==> config.mk <==
export PLATFORM = sky130hd
export DESIGN_NAME = pll_mod_ctrl
export DESIGN_NICKNAME = d
export VERILOG_FILES = /design/src/rtl/pll_mod_ctrl.sv
export SDC_FILE = /design/constraint.sdc
export NUM_CORES = 1
export LEC_CHECK = 0
export CAP_MARGIN = 20
export CORE_UTILIZATION = 68
export DETAILED_ROUTE_END_ITERATION = 10
export DONT_BUFFER_PORTS = 1
export MAX_ROUTING_LAYER = met4
export PLACE_DENSITY = 0.94
export SYNTH_ARGS = -nofsm -noshare
export SYNTH_HDL_FRONTEND = slang
export SYNTH_SLANG_ARGS = --single-unit
==> constraint.sdc <==
create_clock -name clk -period 6.5 [get_ports clk]
set_clock_uncertainty 0.2 [all_clocks]
set_input_delay 1.3 -clock clk [delete_from_list [all_inputs] [get_ports clk]]
set_output_delay 1.3 -clock clk [all_outputs]
set_load 0.01 [all_outputs]
==> src/rtl/pll_mod_ctrl.sv <==
// pll_mod_ctrl: initiator for the GW5A PLLA dynamic-reconfiguration (MD) port.
// Turns single register read/write requests into ADDR/OP/TAIL MD bus
// sequences and can pulse PLL reset and wait for lock after a write.
// Optional read-modify-write writes are enabled by defining PLL_MOD_RMW_EN.
module pll_mod_ctrl #(
  parameter int MDCLK_DIV    = 2,
  parameter int RESET_CYCLES = 16,
  parameter int LOCK_TIMEOUT = 65535
) (
  input  logic       clk,
  input  logic       rst_n,
  input  logic       req_valid,
  output logic       req_ready,
  input  logic       req_write,
  input  logic       req_relock,
  input  logic [7:0] req_addr,
  input  logic [7:0] req_wdata,
  input  logic [7:0] req_mask,
  output logic       rsp_valid,
  output logic [7:0] rsp_rdata,
  output logic       rsp_err,
  output logic       busy,
  output logic       pll_mdclk,
  output logic [1:0] pll_mdopc,
  output logic       pll_mdainc,
  output logic [7:0] pll_mdwdi,
  input  logic [7:0] pll_mdrdo,
  output logic       pll_reset,
  input  logic       pll_lock
);

  typedef enum logic [2:0] {
    S_IDLE, S_ADDR, S_OP, S_TAIL, S_PLLRST, S_LOCKWAIT, S_DONE
  } state_t;

  state_t      state, state_nx;
  logic [31:0] cnt, cnt_nx;
  logic        mdclk_q, mdclk_nx;
  logic [1:0]  opc_q, opc_nx;
  logic [7:0]  wdi_q, wdi_nx;
  logic        pllrst_q, pllrst_nx;
  logic        rsp_valid_q, rsp_valid_nx;
  logic [7:0]  rdata_q, rdata_nx;
  logic        err_q, err_nx;
  logic [7:0]  cap_q, cap_nx;
  logic        ready_q, busy_q;
  logic        wr_q, relock_q;
  logic [7:0]  addr_q, wdata_q;
  logic        lock_s1, lock_s2;
  logic        accept, phase_end, rise, fall;
  logic        rd_phase, returns_rd;
  logic [7:0]  wr_val;

`ifdef PLL_MOD_RMW_EN
  logic [7:0]  mask_q;
  logic        rmw_q, second_q, second_nx;

  // RMW runs a read pass then a write pass; the write pass merges the capture.
  assign rd_phase   = !wr_q || (rmw_q && !second_q);
  assign returns_rd = !wr_q || rmw_q;
  assign wr_val     = rmw_q ? ((cap_q & ~mask_q) | (wdata_q & mask_q)) : wdata_q;
`else
  logic        mask_unused;

  assign mask_unused = ^req_mask;
  assign rd_phase    = !wr_q;
  assign returns_rd  = !wr_q;
  assign wr_val      = wdata_q;
`endif

  assign accept    = req_valid && ready_q;
  assign phase_end = (cnt == 32'(MDCLK_DIV - 1));
  assign rise      = phase_end && !mdclk_q;
  assign fall      = phase_end && mdclk_q;

  // Next-state, MD bus and response values; bus fields only move on mdclk falls.
  always_comb begin
    state_nx     = state;
    cnt_nx       = cnt;
    mdclk_nx     = mdclk_q;
    opc_nx       = opc_q;
    wdi_nx       = wdi_q;
    pllrst_nx    = pllrst_q;
    rsp_valid_nx = 1'b0;
    rdata_nx     = rdata_q;
    err_nx       = err_q;
    cap_nx       = cap_q;
`ifdef PLL_MOD_RMW_EN
    second_nx    = second_q;
`endif
    if (state == S_ADDR || state == S_OP || state == S_TAIL) begin
      cnt_nx   = phase_end ? '0 : cnt + 32'd1;
      mdclk_nx = phase_end ? ~mdclk_q : mdclk_q;
    end
    case (state)
      S_IDLE: begin
        cnt_nx   = '0;
        mdclk_nx = 1'b0;
        opc_nx   = 2'b00;
        if (accept) begin
          state_nx = S_ADDR;
          opc_nx   = 2'b11;
          wdi_nx   = req_addr;
`ifdef PLL_MOD_RMW_EN
          second_nx = 1'b0;
`endif
        end
      end
      S_ADDR: begin
        if (fall) begin
          state_nx = S_OP;
          if (rd_phase) begin
            opc_nx = 2'b10;
            wdi_nx = '0;
          end else begin
            opc_nx = 2'b01;
            wdi_nx = wr_val;
          end
        end
      end
      S_OP: begin
        if (fall) begin
          state_nx = S_TAIL;
          opc_nx   = 2'b00;
          wdi_nx   = '0;
        end
      end
      S_TAIL: begin
        if (rise && rd_phase) cap_nx = pll_mdrdo;
        if (fall) begin
`ifdef PLL_MOD_RMW_EN
          if (rmw_q && !second_q) begin
            state_nx  = S_ADDR;
            second_nx = 1'b1;
            opc_nx    = 2'b11;
            wdi_nx    = addr_q;
          end else
`endif
          if (wr_q && relock_q) begin
            state_nx  = S_PLLRST;
            pllrst_nx = 1'b1;
            cnt_nx    = '0;
          end else begin
            state_nx     = S_DONE;
            rsp_valid_nx = 1'b1;
            err_nx       = 1'b0;
            if (returns_rd) rdata_nx = cap_q;
          end
        end
      end
      S_PLLRST: begin
        if (cnt == 32'(RESET_CYCLES - 1)) begin
          state_nx  = S_LOCKWAIT;
          pllrst_nx = 1'b0;
          cnt_nx    = '0;
        end else begin
          cnt_nx = cnt + 32'd1;
        end
      end
      S_LOCKWAIT: begin
        if ((cnt >= 32'd4) && lock_s2) begin
          state_nx     = S_DONE;
          rsp_valid_nx = 1'b1;
          err_nx       = 1'b0;
          if (returns_rd) rdata_nx = cap_q;
        end else if (cnt >= 32'(LOCK_TIMEOUT)) begin
          state_nx     = S_DONE;
          rsp_valid_nx = 1'b1;
          err_nx       = 1'b1;
          if (returns_rd) rdata_nx = cap_q;
        end else begin
          cnt_nx = cnt + 32'd1;
        end
      end
      S_DONE: begin
        state_nx = S_IDLE;
        opc_nx   = 2'b00;
      end
      default: state_nx = S_IDLE;
    endcase
  end

  // State and registered outputs; reset aborts any transfer without a response.
  always_ff @(posedge clk) begin
    if (!rst_n) begin
      state       <= S_IDLE;
      cnt         <= '0;
      mdclk_q     <= 1'b0;
      opc_q       <= 2'b00;
      wdi_q       <= '0;
      pllrst_q    <= 1'b0;
      rsp_valid_q <= 1'b0;
      rdata_q     <= '0;
      err_q       <= 1'b0;
      cap_q       <= '0;
      ready_q     <= 1'b0;
      busy_q      <= 1'b0;
`ifdef PLL_MOD_RMW_EN
      second_q    <= 1'b0;
`endif
    end else begin
      state       <= state_nx;
      cnt         <= cnt_nx;
      mdclk_q     <= mdclk_nx;
      opc_q       <= opc_nx;
      wdi_q       <= wdi_nx;
      pllrst_q    <= pllrst_nx;
      rsp_valid_q <= rsp_valid_nx;
      rdata_q     <= rdata_nx;
      err_q       <= err_nx;
      cap_q       <= cap_nx;
      ready_q     <= (state_nx == S_IDLE);
      busy_q      <= (state_nx != S_IDLE);
`ifdef PLL_MOD_RMW_EN
      second_q    <= second_nx;
`endif
    end
  end

  // Request fields are captured on accept and held for the whole transfer.
  always_ff @(posedge clk) begin
    if (!rst_n) begin
      wr_q     <= 1'b0;
      relock_q <= 1'b0;
      addr_q   <= '0;
      wdata_q  <= '0;
`ifdef PLL_MOD_RMW_EN
      mask_q   <= '0;
      rmw_q    <= 1'b0;
`endif
    end else if (accept) begin
      wr_q     <= req_write;
      relock_q <= req_relock;
      addr_q   <= req_addr;
      wdata_q  <= req_wdata;
`ifdef PLL_MOD_RMW_EN
      mask_q   <= req_mask;
      rmw_q    <= req_write && (req_mask != 8'hFF);
`endif
    end
  end

  // Two-flop synchroniser for the asynchronous PLL lock.
  always_ff @(posedge clk) begin
    if (!rst_n) begin
      lock_s1 <= 1'b0;
      lock_s2 <= 1'b0;
    end else begin
      lock_s1 <= pll_lock;
      lock_s2 <= lock_s1;
    end
  end

  assign req_ready  = ready_q;
  assign busy       = busy_q;
  assign rsp_valid  = rsp_valid_q;
  assign rsp_rdata  = rdata_q;
  assign rsp_err    = err_q;
  assign pll_mdclk  = mdclk_q;
  assign pll_mdopc  = opc_q;
  assign pll_mdainc = 1'b0;
  assign pll_mdwdi  = wdi_q;
  assign pll_reset  = pllrst_q;

endmodule

==> results.sh, run 1 <==
export IMPL_fmax_mhz=326
export IMPL_hold_viol=0
export IMPL_synth_edf_count=0
export IMPL_grtUsageTotal_pct=29.7
export IMPL_numPlacedInstances=529
export IMPL_clock_power_share_pct=41.7
export IMPL_max_slew_worst_pin_slew_ns=0.943
export IMPL_drc=0
export IMPL_synth_area_per_cell_um2=8.09
export IMPL_maxSlewViolCount=0
export IMPL_synthFlopType="dfxtp_1"
export IMPL_synthCells=492
export IMPL_htreeDepth=3
export IMPL_crit_buf_inv=0
export IMPL_routed_wl_um=8780
export IMPL_crit_path_cell_trace="ha_1, nand4_1, or4_1, nor3b_4, nor2_1, o211a_1, o21bai_1, a21o_1"
export IMPL_cts_buffers=9
export IMPL_synth_seq_cells=79
export IMPL_postCtsHoldBufs=0
export IMPL_drive_gt1_share_pct=8.03
export IMPL_first_iter_violations=255
export IMPL_async_reset_ff_share_pct=0
export IMPL_syn_to_final_growth_pct=3.68
export IMPL_die_x_um=78.5
export IMPL_fin_nets=509
export IMPL_grt_pass1_vias=3303
export IMPL_dieArea_um2=6170
export IMPL_fin_tns_setup_ns=0
export IMPL_worstSetupEndpointType="flip-flop"
export IMPL_cts_max_path_buffers=2
export IMPL_startpoint_type="flip-flop"
export IMPL_synth_most_common_cell="dfxtp_1"
export IMPL_critical_path_max_fanout=29
export IMPL_ios=63
export IMPL_cpPeakStageDelay_ns=0.79
export IMPL_cts_root_buf="clkbuf_8"
export IMPL_combPwrFrac_pct=5.9
export IMPL_instances_no_fill=545
export IMPL_yosys_area_top_type="dfxtp_1"
export IMPL_antenna_found_initial=0
export IMPL_yosysSeqAreaShare_pct=39.7
export IMPL_finalSetupViolCount=0
export IMPL_post_cts_repair_setup_buffers=0
export IMPL_final_min_clock_period_ns=3.06
export IMPL_syn_nets=533
export IMPL_synth_top_area_share_pct=39.7
export IMPL_dp_hpwl_um=5750
export IMPL_path_clk_slew_ns=0.08
export IMPL_cp_slowest_cell="o211a_1"
export IMPL_hp_class="flip-flop to flip-flop"
export IMPL_arrival_ns=3.17
export IMPL_synthTopCellsByArea="dfxtp_1, nand2_1, nand3_1"
export IMPL_wl_per_cell_um=16.1
export IMPL_io_buffers=0
export IMPL_via_count=3575
export IMPL_synth_area_um2=3980
export IMPL_grt_max_degree=37
export IMPL_fill_cells=406
export IMPL_clkSinkCount=79
export IMPL_cts_resized=0
export IMPL_avgViaCountPerCell=6.56
export IMPL_max_cap_violations=0
export IMPL_p_seq_share_pct=52.4
export IMPL_rsz0062_at_grt="no"
export IMPL_insertion_delay_ns=0.36
export IMPL_grt_overflow_total=0
export IMPL_fp_row_count=27
export IMPL_leakage_nw=1.39
export IMPL_period_share_pct=47.1
export IMPL_ant_nets=0
export IMPL_r2r_setup_slack_ns=3.44
export IMPL_cpLargestDelayFamily="compound AO/OA/AOI/OAI gates"
export IMPL_p_sw_share_pct=23.7
export IMPL_gp_congestion=0.824
export IMPL_initial_utilization_pct=71.4
export IMPL_netlist_cell_type_count=59
export IMPL_first_pass_iters=6
export IMPL_die_y_um=78.5
export IMPL_yosys_top_cells_count="dfxtp_1, nand2_1, nand3_1, nor2_1, a21oi_1"
export IMPL_synth_warnings=0
export IMPL_p_switching_mw=0.231
export IMPL_ir_worst_vdd_v=0.000177
export IMPL_max_slew_margin_pct=37.2
export IMPL_diodes=0
export IMPL_intPower_mw=0.742
export IMPL_cellPowerDensity_nw_per_um2=236
export IMPL_cts_tree="done"
export IMPL_core_area_um2=5570
export IMPL_status="complete, no violations"
export IMPL_crit_type="flip-flop to flip-flop"
export IMPL_grt_first_pass_wirelength_um=14200
export IMPL_cp_required_ns=6.61
## through the flow
stage / hold WS [ns] / worst slack (ns) / total power, mW / util [%] / area, µm²
floorplan: 0.212 / 3.89 / 0.569 / - / 3980
global placement: 0.219 / 3.53 / 0.573 / 70.1 / 3910
detailed placement: 0.224 / 3.51 / 0.577 / 70.1 / 3910
CTS: 0.243 / 3.46 / 0.975 / 74.1 / 4130
global route: 0.249 / 3.26 / 1.00 / 74.1 / 4130
finish: 0.239 / 3.44 / 0.973 / 74.1 / 4130
## power by group through the flow
stage                     combinational, mW  sequential [mW]  clock, mW
final                                0.0570            0.510      0.406
after global routing                 0.0638            0.512      0.428
after global placement               0.0524            0.521          0
after detailed placement             0.0552            0.521          0
after CTS                            0.0562            0.510      0.409
after floorplan                      0.0529            0.516          0
## logic make-up (layout without fill, tap and decap cells)
| family | count (synthesis) | in the layout | synth area share [%] |
|---|---|---|---|
| and+or+nand+nor | 229 | 229 | 31.0 |
| AOI/OAI and AO/OA | 123 | 123 | 20.2 |
| DFF | 79 | 79 | 39.7 |
| buffers and inverters | 45 | 26 | 5.12 |
| muxes | 10 | 10 | 2.51 |
| adders and majority gates | 3 | 3 | 0.943 |
| xor gates and xnor gates | 2 | 2 | 0.440 |
| other | 1 | 1 | 0.0942 |
## sequential cells by signal, indices dropped and copies added, names as in the netlist, 2 cells and up
name	cells
pll_mdopc	2
cnt	32
pll_mdwdi	8
wdata_q	8
state	3
cap_q	8
rsp_rdata	8
## worst paths after layout
check,from,cells after the start,end
min,lock_s1,1,lock_s2
max reg2reg,cnt[0],8,cnt[2]
max,cnt[0],8,cnt[2]
min reg2reg,lock_s1,1,lock_s2
## area by class of cell
cell class	instances	area, µm²	share of cell area (%)
Clock inverter	5	81.3	1.97
Clock buffer	11	141	3.42
Tap cell	72	90.1	2.18
Inverter	10	37.5	0.909
Multi-Input combinational cell	368	2200	53.2
Sequential cell	79	1580	38.3
## per-layer routing
layer  part of all wire (%)  GRT usage [%]  up-vias
li1                       -              -     1735
met1                     40           32.8     1681
met2                     51           50.0      137
met3                    7.6           9.42       22
met4                    1.6           10.7        0
met5                      0              -        -
## layout by cell type (no fill, tap or decap), types with 2 or more instances in the layout
cell,count
a31oi_1,6
nor2b_1,4
o21bai_1,2
and2_1,6
dfxtp_1,79
nand3_1,43
o21ai_0,19
o21a_1,4
nand4_1,10
nor4_4,4
nor2_1,40
a21o_1,4
ha_1,3
mux2i_1,10
o31ai_1,4
and3_1,3
nor3_1,6
clkbuf_8,10
nor4_2,4
nand2_1,76
nor4_1,2
inv_1,9
or3_1,10
nand2b_1,2
and4_1,3
a22oi_1,9
o21ai_1,4
bufinv_16,2
o311ai_1,16
or2_2,2
or4_1,3
a21oi_1,39
a211oi_1,9
(Power assumes the default switching activity.)
==> run 2: changes to the inputs <==
--- a/config.mk
+++ b/config.mk
@@ -6,11 +6,11 @@
 export NUM_CORES = 1
 export LEC_CHECK = 0
 export CAP_MARGIN = 20
-export CORE_UTILIZATION = 68
+export CORE_UTILIZATION = 57
 export DETAILED_ROUTE_END_ITERATION = 10
 export DONT_BUFFER_PORTS = 1
 export MAX_ROUTING_LAYER = met4
-export PLACE_DENSITY = 0.94
+export PLACE_DENSITY = 0.85
 export SYNTH_ARGS = -nofsm -noshare
 export SYNTH_HDL_FRONTEND = slang
 export SYNTH_SLANG_ARGS = --single-unit
==> constraint.sdc (replaced) <==
create_clock -name clk -period 2.5 [get_ports clk]
set_clock_uncertainty 0.2 [all_clocks]
set_input_delay 0.5 -clock clk [delete_from_list [all_inputs] [get_ports clk]]
set_output_delay 0.5 -clock clk [all_outputs]
set_load 0.01 [all_outputs]
==> results.sh, run 2 (synthesis results as in run 1) <==
export IMPL_status="complete, but fails checks"
export IMPL_violations="negative setup slack"
export IMPL_avgViaCountPerCell=6.43
export IMPL_fill_cells=499
export IMPL_via_count=3882
export IMPL_p_sw_share_pct=27.1
export IMPL_hold_viol=0
export IMPL_cts_tree="done"
export IMPL_cts_buffers=9
export IMPL_p_seq_share_pct=51.9
export IMPL_intPower_mw=1.86
export IMPL_dp_hpwl_um=6540
export IMPL_final_cell_mix="nand2_1, dfxtp_1, buf_4"
export IMPL_fin_util_pct=70.2
export IMPL_fin_tns_setup_ns=-0.0383
export IMPL_grt_overflow_total=0
export IMPL_io_buffers=0
export IMPL_ios=63
export IMPL_max_slew_worst_pin_slew_ns=0.548
export IMPL_hp_class="primary input to flip-flop"
export IMPL_insertion_delay_ns=0.37
export IMPL_initial_utilization_pct=58.9
export IMPL_grtUsageTotal_pct=27.5
export IMPL_syn_to_final_growth_pct=19.1
export IMPL_path_clk_slew_ns=0.10
export IMPL_grt_max_degree=36
export IMPL_rsz0062_at_grt="yes"
export IMPL_r2r_setup_slack_ns=-0.02
export IMPL_startpoint_type="flip-flop"
export IMPL_wl_per_cell_um=17.4
export IMPL_cts_max_path_buffers=2
export IMPL_first_iter_violations=433
export IMPL_dieArea_um2=7330
export IMPL_fmax_mhz=397
export IMPL_grt_pass1_vias=3427
export IMPL_leakage_nw=1.72
export IMPL_antenna_found_initial=0
export IMPL_finalSetupViolCount=4
export IMPL_grt_first_pass_wirelength_um=15600
export IMPL_cts_root_buf="clkbuf_8"
export IMPL_finalPower_mw=2.54
export IMPL_p_switching_mw=0.688
export IMPL_drive_gt1_share_pct=21.9
export IMPL_drc=0
export IMPL_fin_nets=560
export IMPL_maxSlewViolCount=0
export IMPL_worstSetupEndpointType="flip-flop"
export IMPL_combPwrFrac_pct=8.0
export IMPL_fp_row_count=30
export IMPL_setup_slack_ns=-0.0165
export IMPL_max_cap_violations=0
export IMPL_mostFrequentLayoutCell="nand2_1"
export IMPL_regMostFlops="cnt"
export IMPL_arrival_ns=2.57
export IMPL_first_pass_iters=6
export IMPL_period_share_pct=101
export IMPL_die_y_um=85.6
export IMPL_die_x_um=85.6
export IMPL_ant_nets=0
export IMPL_cp_required_ns=2.56
export IMPL_final_min_clock_period_ns=2.52
export IMPL_critical_path_max_fanout=8
export IMPL_ir_worst_vdd_v=0.000470
export IMPL_largest_reg_flops=32
export IMPL_dp_slack_ns=-0.0107
export IMPL_diodes=0
export IMPL_crit_type="flip-flop to flip-flop"
export IMPL_htreeDepth=3
export IMPL_clock_power_share_pct=40.0
export IMPL_clkSinkCount=79
export IMPL_cellPowerDensity_nw_per_um2=536
export IMPL_routed_wl_um=10500
export IMPL_core_area_um2=6760
export IMPL_max_slew_margin_pct=63.4
export IMPL_gp_congestion=0.871
[run 2: path summary, 6_finish.rpt]
check,to,cells after the start,from
worst min-delay path,busy,1,rst_n
worst max register to register,rsp_rdata[6],7,cnt[10]
worst min register to register,lock_s2,1,lock_s1
worst max-delay path,rsp_rdata[6],7,cnt[10]
[run 2: power groups by stage]
| stage | combinational [mW] | clock [mW] | sequential [mW] |
|---|---|---|---|
| CTS | 0.182 | 1.02 | 1.32 |
| global route | 0.221 | 1.08 | 1.33 |
| detailed placement | 0.180 | 0 | 1.35 |
| finish | 0.204 | 1.02 | 1.32 |
| floorplan | 0.138 | 0 | 1.34 |
| global placement | 0.171 | 0 | 1.35 |
[run 2: timing repair]
action                     in CTS  in global routing
resized for setup               2                 33
setup endpoints to repair      20                 48
hold buffers                    0                  0
gates cloned                    0                  1
pin swaps                       2                  6
buffers inserted                1                  5
[run 2: final cells by class]
| class | count | area [µm²] | share of cell area [%] |
|---|---|---|---|
| Clock buffer | 9 | 124 | 2.61 |
| Clock inverter | 7 | 86.3 | 1.82 |
| Inverter | 10 | 37.5 | 0.791 |
| Multi-Input combinational cell | 369 | 2360 | 49.7 |
| Sequential cell | 79 | 1600 | 33.6 |
| Tap cell | 80 | 100 | 2.11 |
| Timing Repair Buffer | 50 | 445 | 9.39 |
[run 2: stage by stage]
stage / hold slack (ns) / cell area (µm²) / cells
6_report: 0.0460 / 4740 / 604
5_1_grt: 0.0361 / 4740 / 604
4_1_cts: 0.0444 / 4540 / 598
3_5_place_dp: 0.225 / 4310 / 581
3_3_place_gp: 0.215 / 4310 / 581
2_1_floorplan: 0.212 / 3980 / 492
[run 2: critical path, cell delays in order, from the launching register on]
cell	delay, ns
dfxtp_1	0.48
nand4_1	0.20
or4_1	0.55
nor3b_4	0.20
nor2b_1	0.37
o211ai_2	0.22
nand3_1	0.12
o21ai_0	0.07
[run 2: metal layers]
metal / routed length, µm / track usage [%] / vias up
li1: - / - / 1838
met1: 4310 / 32.9 / 1806
met2: 5200 / 44.7 / 201
met3: 770 / 5.68 / 37
met4: 251 / 12.6 / 0
met5: 0 / - / -
